### config.mk
export PLATFORM = sky130hd
export DESIGN_NAME = block_state_ctrl
export DESIGN_NICKNAME = d
export VERILOG_FILES = /design/src/rtl/block_state_ctrl_pkg.sv /design/src/rtl/block_state_ctrl.sv
export SDC_FILE = /design/constraint.sdc
export NUM_CORES = 1
export LEC_CHECK = 0
export ABC_AREA = 1
export BUFFER_PORTS_ARGS = -buffer_cell sky130_fd_sc_hd__buf_2
export CAP_MARGIN = 20
export CORE_ASPECT_RATIO = 1.2
export CORE_MARGIN = 2
export CORE_UTILIZATION = 50
export DETAILED_ROUTE_END_ITERATION = 8
export PLACE_DENSITY = 0.83
export SYNTH_ARGS = -nofsm -noshare
export SYNTH_HDL_FRONTEND = slang
export SYNTH_SLANG_ARGS = --single-unit
### constraint.sdc
create_clock -name i_clk -period 4.9 [get_ports i_clk]
set_clock_uncertainty 0.05 [all_clocks]
set_input_delay 0.98 -clock i_clk [delete_from_list [all_inputs] [get_ports i_clk]]
set_output_delay 0.98 -clock i_clk [all_outputs]
set_load 0.01 [all_outputs]
### src/rtl/block_state_ctrl_pkg.sv
// Shared breakout constants and the brick-state controller state type.
// Imported by the controller; the renderer and the RAM size themselves from the same values.
package block_state_ctrl_pkg;

    localparam int BSC_NUM_BLOCKS       = 73;
    localparam int BSC_ADDR_WIDTH       = 7;
    localparam int BSC_SCORE_WIDTH      = 16;
    localparam int BSC_POINTS_PER_BLOCK = 10;

    typedef enum logic [1:0] {
        ST_SWEEP = 2'd0,
        ST_IDLE  = 2'd1,
        ST_CLEAR = 2'd2,
        ST_EVAL  = 2'd3
    } bsc_state_t;

endpackage

### src/rtl/block_state_ctrl.sv
// Brick-state RAM port A owner: refills the bricks, turns hit requests into
// read-and-clear operations, and keeps the brick count and saturating score.
module block_state_ctrl
    import block_state_ctrl_pkg::*;
#(
    parameter int NUM_BLOCKS       = BSC_NUM_BLOCKS,
    parameter int ADDR_WIDTH       = BSC_ADDR_WIDTH,
    parameter int SCORE_WIDTH      = BSC_SCORE_WIDTH,
    parameter int POINTS_PER_BLOCK = BSC_POINTS_PER_BLOCK
) (
    input  logic                   i_clk,
    input  logic                   i_reset,
    input  logic                   i_hit_req,
    input  logic [ADDR_WIDTH-1:0]  i_hit_addr,
    output logic                   o_hit_ack,
    output logic                   o_hit_was_present,
    input  logic                   i_level_start,
    output logic                   o_busy,
    output logic [ADDR_WIDTH-1:0]  o_blocks_left,
    output logic                   o_level_clear,
    output logic [SCORE_WIDTH-1:0] o_score,
    output logic [ADDR_WIDTH-1:0]  o_mem_a_addr,
    output logic                   o_mem_a_write_enable,
    output logic                   o_mem_a_in,
    input  logic                   i_mem_a_out
);

    localparam logic [ADDR_WIDTH:0]   LP_NUM_BLOCKS_EXT = (ADDR_WIDTH+1)'(NUM_BLOCKS);
    localparam logic [ADDR_WIDTH-1:0] LP_NUM_BLOCKS     = ADDR_WIDTH'(NUM_BLOCKS);
    localparam logic [SCORE_WIDTH:0]  LP_POINTS         = (SCORE_WIDTH+1)'(POINTS_PER_BLOCK);

    bsc_state_t             r_state;
    bsc_state_t             w_next_state;
    logic [ADDR_WIDTH-1:0]  r_sweep_addr;
    logic [ADDR_WIDTH-1:0]  r_hit_addr;
    logic                   r_in_range;
    logic                   r_pending_start;
    logic [ADDR_WIDTH-1:0]  r_blocks_left;
    logic [SCORE_WIDTH-1:0] r_score;

    logic                   w_busy;
    logic                   w_sweep_last;
    logic                   w_sweep_in_range;
    logic                   w_hit_in_range;
    logic                   w_hit_present;
    logic [SCORE_WIDTH:0]   w_score_sum;

    assign w_busy           = (r_state == ST_SWEEP);
    assign w_sweep_last     = (r_sweep_addr == '1);
    assign w_sweep_in_range = ({1'b0, r_sweep_addr} < LP_NUM_BLOCKS_EXT);
    assign w_hit_in_range   = ({1'b0, i_hit_addr} < LP_NUM_BLOCKS_EXT);
    // Out-of-range hits never touch the RAM, so whatever it returns is ignored.
    assign w_hit_present    = r_in_range & i_mem_a_out;
    assign w_score_sum      = {1'b0, r_score} + LP_POINTS;

    // NOTE: sequential state uses <= so every register samples pre-edge values.
    always_ff @(posedge i_clk) begin
        if (i_reset) begin
            r_state         <= ST_SWEEP;
            r_sweep_addr    <= '0;
            r_hit_addr      <= '0;
            r_in_range      <= 1'b0;
            r_pending_start <= 1'b0;
            r_blocks_left   <= '0;
            r_score         <= '0;
        end else begin
            r_state <= w_next_state;
            case (r_state)
                ST_SWEEP: begin
                    r_sweep_addr <= r_sweep_addr + 1'b1;
                    if (w_sweep_last) r_blocks_left <= LP_NUM_BLOCKS;
                end
                ST_IDLE: begin
                    if (i_level_start || r_pending_start) begin
                        r_pending_start <= 1'b0;
                        r_sweep_addr    <= '0;
                    end else if (i_hit_req) begin
                        r_hit_addr <= i_hit_addr;
                        r_in_range <= w_hit_in_range;
                    end
                end
                ST_CLEAR: begin
                    if (i_level_start) r_pending_start <= 1'b1;
                end
                ST_EVAL: begin
                    if (i_level_start) r_pending_start <= 1'b1;
                    if (w_hit_present) begin
                        if (r_blocks_left != '0) r_blocks_left <= r_blocks_left - 1'b1;
                        r_score <= w_score_sum[SCORE_WIDTH] ? '1 : w_score_sum[SCORE_WIDTH-1:0];
                    end
                end
                default: ;
            endcase
        end
    end

    // NOTE: every always_comb output gets a default first so no path infers a latch.
    always_comb begin
        w_next_state         = r_state;
        o_mem_a_addr         = '0;
        o_mem_a_write_enable = 1'b0;
        o_mem_a_in           = 1'b0;
        o_hit_ack            = 1'b0;
        o_hit_was_present    = 1'b0;
        case (r_state)
            ST_SWEEP: begin
                o_mem_a_addr         = r_sweep_addr;
                o_mem_a_write_enable = 1'b1;
                o_mem_a_in           = w_sweep_in_range;
                if (w_sweep_last) w_next_state = ST_IDLE;
            end
            ST_IDLE: begin
                if (i_level_start || r_pending_start) w_next_state = ST_SWEEP;
                else if (i_hit_req)                   w_next_state = ST_CLEAR;
            end
            ST_CLEAR: begin
                // Read-first RAM: the old bit appears next cycle while this write clears it.
                o_mem_a_addr         = r_hit_addr;
                o_mem_a_write_enable = r_in_range;
                w_next_state         = ST_EVAL;
            end
            ST_EVAL: begin
                o_hit_ack         = 1'b1;
                o_hit_was_present = w_hit_present;
                w_next_state      = ST_IDLE;
            end
            default: w_next_state = ST_SWEEP;
        endcase
    end

    assign o_busy        = w_busy;
    assign o_blocks_left = r_blocks_left;
    assign o_level_clear = (r_blocks_left == '0) && !w_busy;
    assign o_score       = r_score;

endmodule

# == Word-level counts from Yosys, hierarchy flattened ==
# Index checks and enable logic that the tools add are counted.
# totals
reg_bits,41
word_cells,59
out_inout_bits,36
in_bits,12
# op_classes
n_reduce_logical,16
n_bitwise,2
n_mux,19
n_addsub,3
eq_ne,10
magnitude_cmp,2
# ops
operator,count
case mux 7 bit (2 select lines),3
2-to-1 mux 7 bit,4
"adder 16 x 4 -> 17 bit, second input constant",1
2-to-1 mux 16 bit,1
"less-than comparator 7 bit, second input constant",2
case mux 2 bit (4 select lines),1
"adder 7 x 1 -> 7 bit, second input constant",1
"== test 7 bit, second input constant",1
zero test 7 bit,1
nonzero test 7 bit,1
"subtractor 7 x 1 -> 7 bit, second input constant",1
2-to-1 mux 2 bit,3
"!= test 2 bit, second input constant",3
AND reduction 2 bit,3
AND reduction 3 bit,2
nonzero test 2 bit,3
2-to-1 mux 1 bit,5
"== test 2 bit, second input constant",2
"!= test 2 x 1 -> 1 bit, second input constant",2
case mux 1 bit (2 select lines),2
AND reduction 4 bit,1
"!= test 3 bit, second input constant",1
"== test 2 x 1 -> 1 bit, second input constant",1
zero test 2 bit,1
other kinds (6),6

# == Longest topological paths before layout ==
# Gate-level depths: netlist (run 1).
# depth
word_depth,4
depth_mapped,11
ltp_nobuf,11

# == Worst setup path after synthesis (run 1) ==
# No wires, ideal clock.
# synth_timing
path_kind,flip-flop to output port
start,register r_state[0]
end,output o_mem_a_addr[6]
n_path_buf,0
t_arrival_ps,1358
setup_slack_ps,2512
path_stages_with_launch,5
required_time_ps,3870
path_cell_list,dfxtp_1 inv_1 ha_1 clkinv_1 o21ai_0
# synth_between
elab_chain_len,2
elab_cells_between_ends,3
classes_between,1 x eq/ne; 1 x mux; 1 x reduce/logical
# synth_rtl
element,line,text
start: declaration,block_state_ctrl.sv:32,bsc_state_t r_state;
start signal: assignment,block_state_ctrl.sv:67,r_state <= w_next_state;
zero test 2 bit,--,
via o_busy,block_state_ctrl.sv:18,"output logic o_busy,"
case mux 7 bit (2 select lines),block_state_ctrl.sv:105,case (r_state)
end: declaration,block_state_ctrl.sv:22,"output logic [ADDR_WIDTH-1:0] o_mem_a_addr,"
# The timed path passes the listed nets, and every way through them passes these cells.

# == Final worst setup path (run 1) ==
# layout_timing
start,register r_state[0]
end,output o_mem_a_addr[0]
# layout_between
elab_chain_len,2
elab_cells_between_ends,3
classes_between,1 x eq/ne; 1 x mux; 1 x reduce/logical
# layout_rtl
element,line
== test 2 bit / zero test 2 bit (equally long branches),block_state_ctrl.sv:105
case mux 7 bit (2 select lines) *,block_state_ctrl.sv:105
# Mark *: on every way between the ends. The rest lies on a longest branch, timed or not.

==> flow_summary.yaml, run 1 <==
yosys:
  synth_top_family_by_area: "simple AND/OR/NAND/NOR gates"
  muxShareOfSynthArea_pct: 0
  synth-adder-area-share_pct: 3.78
  avgSynthCellArea_um2: 6.78
  ys_async_sr_fraction_pct: 0
  ys_ff_latch: 41
  synth.distinct_cells: 35
  yosys.area_share.simple_pct: 32.8
  synthXorXnorAreaFrac_pct: 1.89
  synth_area_mm2: 0.00232
  synth_edf_count: 0
  ys_seq_area_share_pct: 35.4
  yosys_warnings: 0
  synth_nets: 361
  synth_compound_area_share_pct: 16.2
  syn_inst: 342
  synth-main-ff-cell: "dfxtp_1"
final_layout:
  layout_commonest_cell: "nand2_1"
  fin_nets: 410
  multi_input_area_mm2: 0.00127
  seq_area_um2: 821
  fin_util_pct: 59.6
  most-common-layout-cells: "75 x nand2_1, 49 x inv_1, 47 x nor2_1, 47 x buf_2, 41 x dfxtp_1"
  syn_to_final_growth_pct: 16.4
  antenna_cells: 0
  drive_gt1_share_pct: 18.4
  fill_cells: 440
power:
  power.total_mw: 1.08
  vdd_drop_max_mv: 0.226
  powerDensity_mw_per_mm2: 399
  leakage_nw: 1.31
timing:
  maxSlewViolCount: 0
  max_freq_mhz: 357
  tns_ns: 0
  holdWs_ns: 0.400
  slew_headroom_pct: 55.4
  rsz0062_at_grt: "no"
  min_period_ns: 2.80
  worst_pin_slew_ns: 0.669
  finalHoldViolations: 0
  setup_viol: 0
  period_share_pct: 57.1
global_routing:
  grt_max_degree: 23
  antenna_found_initial: 0
  grt_pass1_wl_um: 8900
  grt_pass1_vias: 2134
  overflow: 0
  grt_use_total_pct: 21.8
critical_path:
  worstSetupPathType: "register to output pin"
  worst_ep_arrival_time_ns: 1.77
  cp_slowest_cell: "ha_1"
  slowest_delay_ns: 0.37
  crit_fanout: 9
  end_kind: "output pin"
  startpoint_type: "register"
  worstPathRequired_ns: 3.87
  crit_chain: "inv_1 > ha_1 > clkinv_1 > o22ai_1 > buf_2"
clock_network:
  cts.path.max_buffers: 2
  cts_max_level: 2
  cts_resized: 0
  cts_sinks: 41
  cts_hold_buf: 0
  root_buffer: "clkbuf_8"
  numCtsBuffers: 5
  clkLatencyLatePin_ns: 0.29
  cts_setup_buffers: 0
  clk_pin_slew_ns: 0.07
  cts_tree: "yes"
drt:
  drt-total-wl_um: 5320
  firstDrtPassIters: 4
  vias: 2324
  via_per_inst: 5.16
  wire_per_inst_um: 11.8
  ant_nets: 0
  drc: 0
  drtIter0Drc: 62
die:
  dieArea_mm2: 0.00520
  pin_count: 48
  chipHeight_um: 78.6
  die-width_um: 66.2
  initial_core_util_pct: 51.2
  row_count: 27
  core_mm2: 0.00453
min_path:
  hp-class: "register to register"
job:
  cap_violations: 0
run_status:
  status: "finished clean"
placed_design:
  port_buffers: 47
  gp_congestion: 0.847
  hpwl_um: 4000
-- cell families (layout without fill, tap and decap cells) --
group | Yosys count | in the layout
xor gates and xnor gates | 5 | 5
DFF | 41 | 41
AOI/OAI and AO/OA | 68 | 68
adders and majority gates | 7 | 7
buffers and inverters | 58 | 108
and+or+nand+nor | 163 | 163
-- sequential cells by signal, summed over array words and instances, names as in the netlist --
register and flops:
o_blocks_left 7, r_pending_start 1, r_hit_addr 7, o_score 16, r_in_range 1, r_state 2, r_sweep_addr 7
-- path summary, 6_finish.rpt --
path | slack, ns | cells past startpoint | end | from
setup / recovery | 2.10 | 5 | o_mem_a_addr[0] | r_state[0]
hold reg to reg | 0.40 | 2 | o_score[0] | o_score[0]
hold / removal | 0.40 | 2 | o_score[0] | o_score[0]
setup reg to reg | 3.05 | 10 | o_score[13] | r_state[1]
-- per-stage QoR --
stage	cells	area [um2]	setup slack, ns
4_1_cts	450	2700	2.10
3_3_place_gp	442	2600	2.37
3_5_place_dp	442	2600	2.34
6_report	450	2700	2.10
5_1_grt	450	2700	1.96
2_1_floorplan	342	2320	2.51
-- critical path, delay by kind of cell, from the launching register on --
family	cells	cell delay (ns)
fa+ha+maj	1	0.37
buf+inv	3	0.55
compound gates	1	0.22
flops	1	0.33
-- layout make-up --
cell class | count | share of cell area (%)
Clock inverter | 1 | 0.185
Timing Repair Buffer | 47 | 8.72
Multi-Input combinational cell | 243 | 47.0
Sequential cell | 41 | 30.4
Clock buffer | 7 | 3.57
Tap cell | 58 | 2.69
Inverter | 53 | 7.46
-- Yosys cell counts (all sizes together) (3+ instances only) --
cell type   n  area [um2]
nand2      79         317
a21oi      30         161
o21ai      24         120
nand4       3        18.8
buf         3        21.3
o22ai       6        37.5
nand3      23         138
dfxtp      41         821
inv        52         198
nor2       51         229
xor2        4        35.0
ha          7        87.6
nand3b      4        42.5
a31oi       3        18.8
-- per-layer routing --
metal / GRT usage (%) / wire [um]
met5: 0 / 0
met2: 40.1 / 2710
met4: 8.98 / 72
met1: 23.4 / 2280
met3: 4.73 / 249
-- where the power goes --
part | switching [mW] | internal (mW)
logic | 0.272 | 0.152
clock network | 0.114 | 0.127
registers | 0.0355 | 0.377
No activity file was read; power rests on OpenSTA's default activity.
==> inputs of run 2 (changes only) <==
Settings changed: ABC_AREA 1 to 0, PLACE_DENSITY 0.83 to 0.84.
Clock period 4.9 ns to 2.9 ns, I/O delays scaled along.
==> flow_summary.yaml, run 2 <==
run_status:
  status: "finished clean"
die:
  die-width_um: 64.0
  chipHeight_um: 76.0
  core_mm2: 0.00420
  row_count: 26
  initial_core_util_pct: 51.5
  dieArea_mm2: 0.00487
  pin_count: 48
critical_path:
  worst_ep_arrival_time_ns: 1.75
  crit_fanout: 18
  worstSetupPathType: "register to output pin"
  rr_worst_depth: 6
  worstPathRequired_ns: 2.27
  end_kind: "output pin"
  startpoint_type: "register"
yosys:
  yosysTopAreaCell: "dfxtp_1"
  synth_nets: 280
  yosysMostFrequentCell: "dfxtp_1"
  synth-main-ff-cell: "dfxtp_1"
  yosys_warnings: 0
  yosys-top-cells-area: "dfxtp_1 38%, a21oi_1 6.3%, nand2_1 5.4%, nor2_1 4.3%, ha_1 4.1%"
  synth.distinct_cells: 58
  synth_edf_count: 0
  avgSynthCellArea_um2: 8.28
  ys_async_sr_fraction_pct: 0
  ys_seq_area_share_pct: 38.0
  yosysTopAreaCellShare_pct: 38.0
  synth_area_mm2: 0.00216
  ys_ff_latch: 41
  syn_inst: 261
  yosys-top-cells-count: "41 x dfxtp_1, 31 x nand2_1, 27 x a21oi_1"
drt:
  ant_nets: 0
  firstDrtPassIters: 4
  drtIter0Drc: 141
  via_per_inst: 5.80
  drt-total-wl_um: 5040
  drc: 0
  wire_per_inst_um: 13.9
  vias: 2101
timing:
  worst_pin_slew_ns: 0.688
  max_freq_mhz: 419
  min_period_ns: 2.38
  maxSlewViolCount: 0
  tns_ns: 0
  period_share_pct: 82.2
  rsz0062_at_grt: "no"
  finalHoldViolations: 0
  slew_headroom_pct: 54.1
  setup_viol: 0
global_routing:
  antenna_found_initial: 0
  overflow: 0
  grt_use_total_pct: 21.5
  grt_pass1_wl_um: 8390
  grt_max_degree: 31
  grt_pass1_vias: 1873
clock_network:
  cts_sinks: 41
  cts_tree: "yes"
  cts_max_level: 2
  clk_pin_slew_ns: 0.08
  cts_hold_buf: 0
  cts.path.max_buffers: 2
  clkLatencyLatePin_ns: 0.30
  numCtsBuffers: 5
  cts_setup_buffers: 0
  cts_resized: 0
  root_buffer: "clkbuf_8"
final_layout:
  layout_commonest_cell: "buf_2"
  largest_reg_flops: 16
  finalInstanceArea_mm2: 0.00256
  fin_nets: 324
  seq_area_um2: 821
  drive_gt1_share_pct: 21.6
  most-common-layout-cells: "47 x buf_2, 41 x dfxtp_1, 31 x nand2_1, 27 x a21oi_1, 25 x nor2_1"
  multi_input_area_mm2: 0.00125
  antenna_cells: 0
  fill_cells: 387
  syn_to_final_growth_pct: 18.4
placed_design:
  hpwl_um: 3580
  gp_congestion: 0.949
  port_buffers: 47
  detailed_place.area_mm2: 0.00242
power:
  vdd_drop_max_mv: 0.329
  powerDensity_mw_per_mm2: 490
  leakage_nw: 1.03
min_path:
  hp-class: "register to register"
  holdPathStages: 2
job:
  cap_violations: 0
-- run 2: cell count changes after synthesis, sizes merged, moves of 4 or more --
cell    change
a22o        +7
nor4        +5
xnor2       +7
nor3        +8
nor2       -26
o22ai       -5
nand2      -48
o21ai      -15
nand3      -13
inv        -44
clkbuf      +4
-- run 2: cell families after synthesis --
group / count (synthesis) / share of synthesized area, %
fa+ha+maj: 7 / 4.05
simple gates: 110 / 27.0
compound gates: 69 / 21.4
xor+xnor: 12 / 4.86
buf+inv: 21 / 4.17
flops: 41 / 38.0
mux: 1 / 0.463
-- run 2: layout make-up --
cell class	count	share of cell area (%)
flip-flops and latches	41	32.1
repair buffers	49	9.78
inverters	9	1.32
clock inverters	3	2.54
multi-input cells	199	48.9
clock buffers	5	2.69
well taps	56	2.74
-- run 2: final timing paths --
check	slack (ns)	to	from
setup / recovery	0.52	o_mem_a_in	r_state[0]
hold / removal	0.41	r_hit_addr[0]	r_hit_addr[0]
setup reg to reg	0.62	o_blocks_left[2]	r_state[0]
hold reg to reg	0.41	r_hit_addr[0]	r_hit_addr[0]
-- run 2: worst max-delay path: stages (launching register included) --
cell and delay, ns:
dfxtp_1 0.35, inv_1 0.10, ha_1 0.61, a21boi_0 0.24
buf_2 0.15
-- run 2: routing by layer --
metal / share of wire [%] / vias up / global-route usage [%]
li1: - / 1040 / -
met1: 45 / 978 / 26.9
met2: 47 / 76 / 34.6
met3: 6.2 / 7 / 5.17
met4: 1.7 / 0 / 9.57
met5: 0 / - / 0
-- run 2: power breakdown --
part	switching [mW]	internal, mW
Clock	0.200	0.342
Sequential	0.0185	0.575
Combinational	0.0670	0.0507
Total	0.286	0.968
-- run 2: per-stage QoR --
| stage | hold WS [ns] | power [mW] | instances | util [%] | worst slack (ns) |
|---|---|---|---|---|---|
| 5_1_grt | 0.433 | 1.30 | 362 | 61.0 | 0.334 |
| 3_5_place_dp | 0.398 | 0.721 | 354 | 57.8 | 0.638 |
| 6_report | 0.409 | 1.25 | 362 | 61.0 | 0.516 |
| 3_3_place_gp | 0.396 | 0.719 | 354 | 57.8 | 0.671 |
| 4_1_cts | 0.410 | 1.27 | 362 | 61.0 | 0.513 |
| 2_1_floorplan | 0.387 | 0.682 | 261 | - | 0.857 |
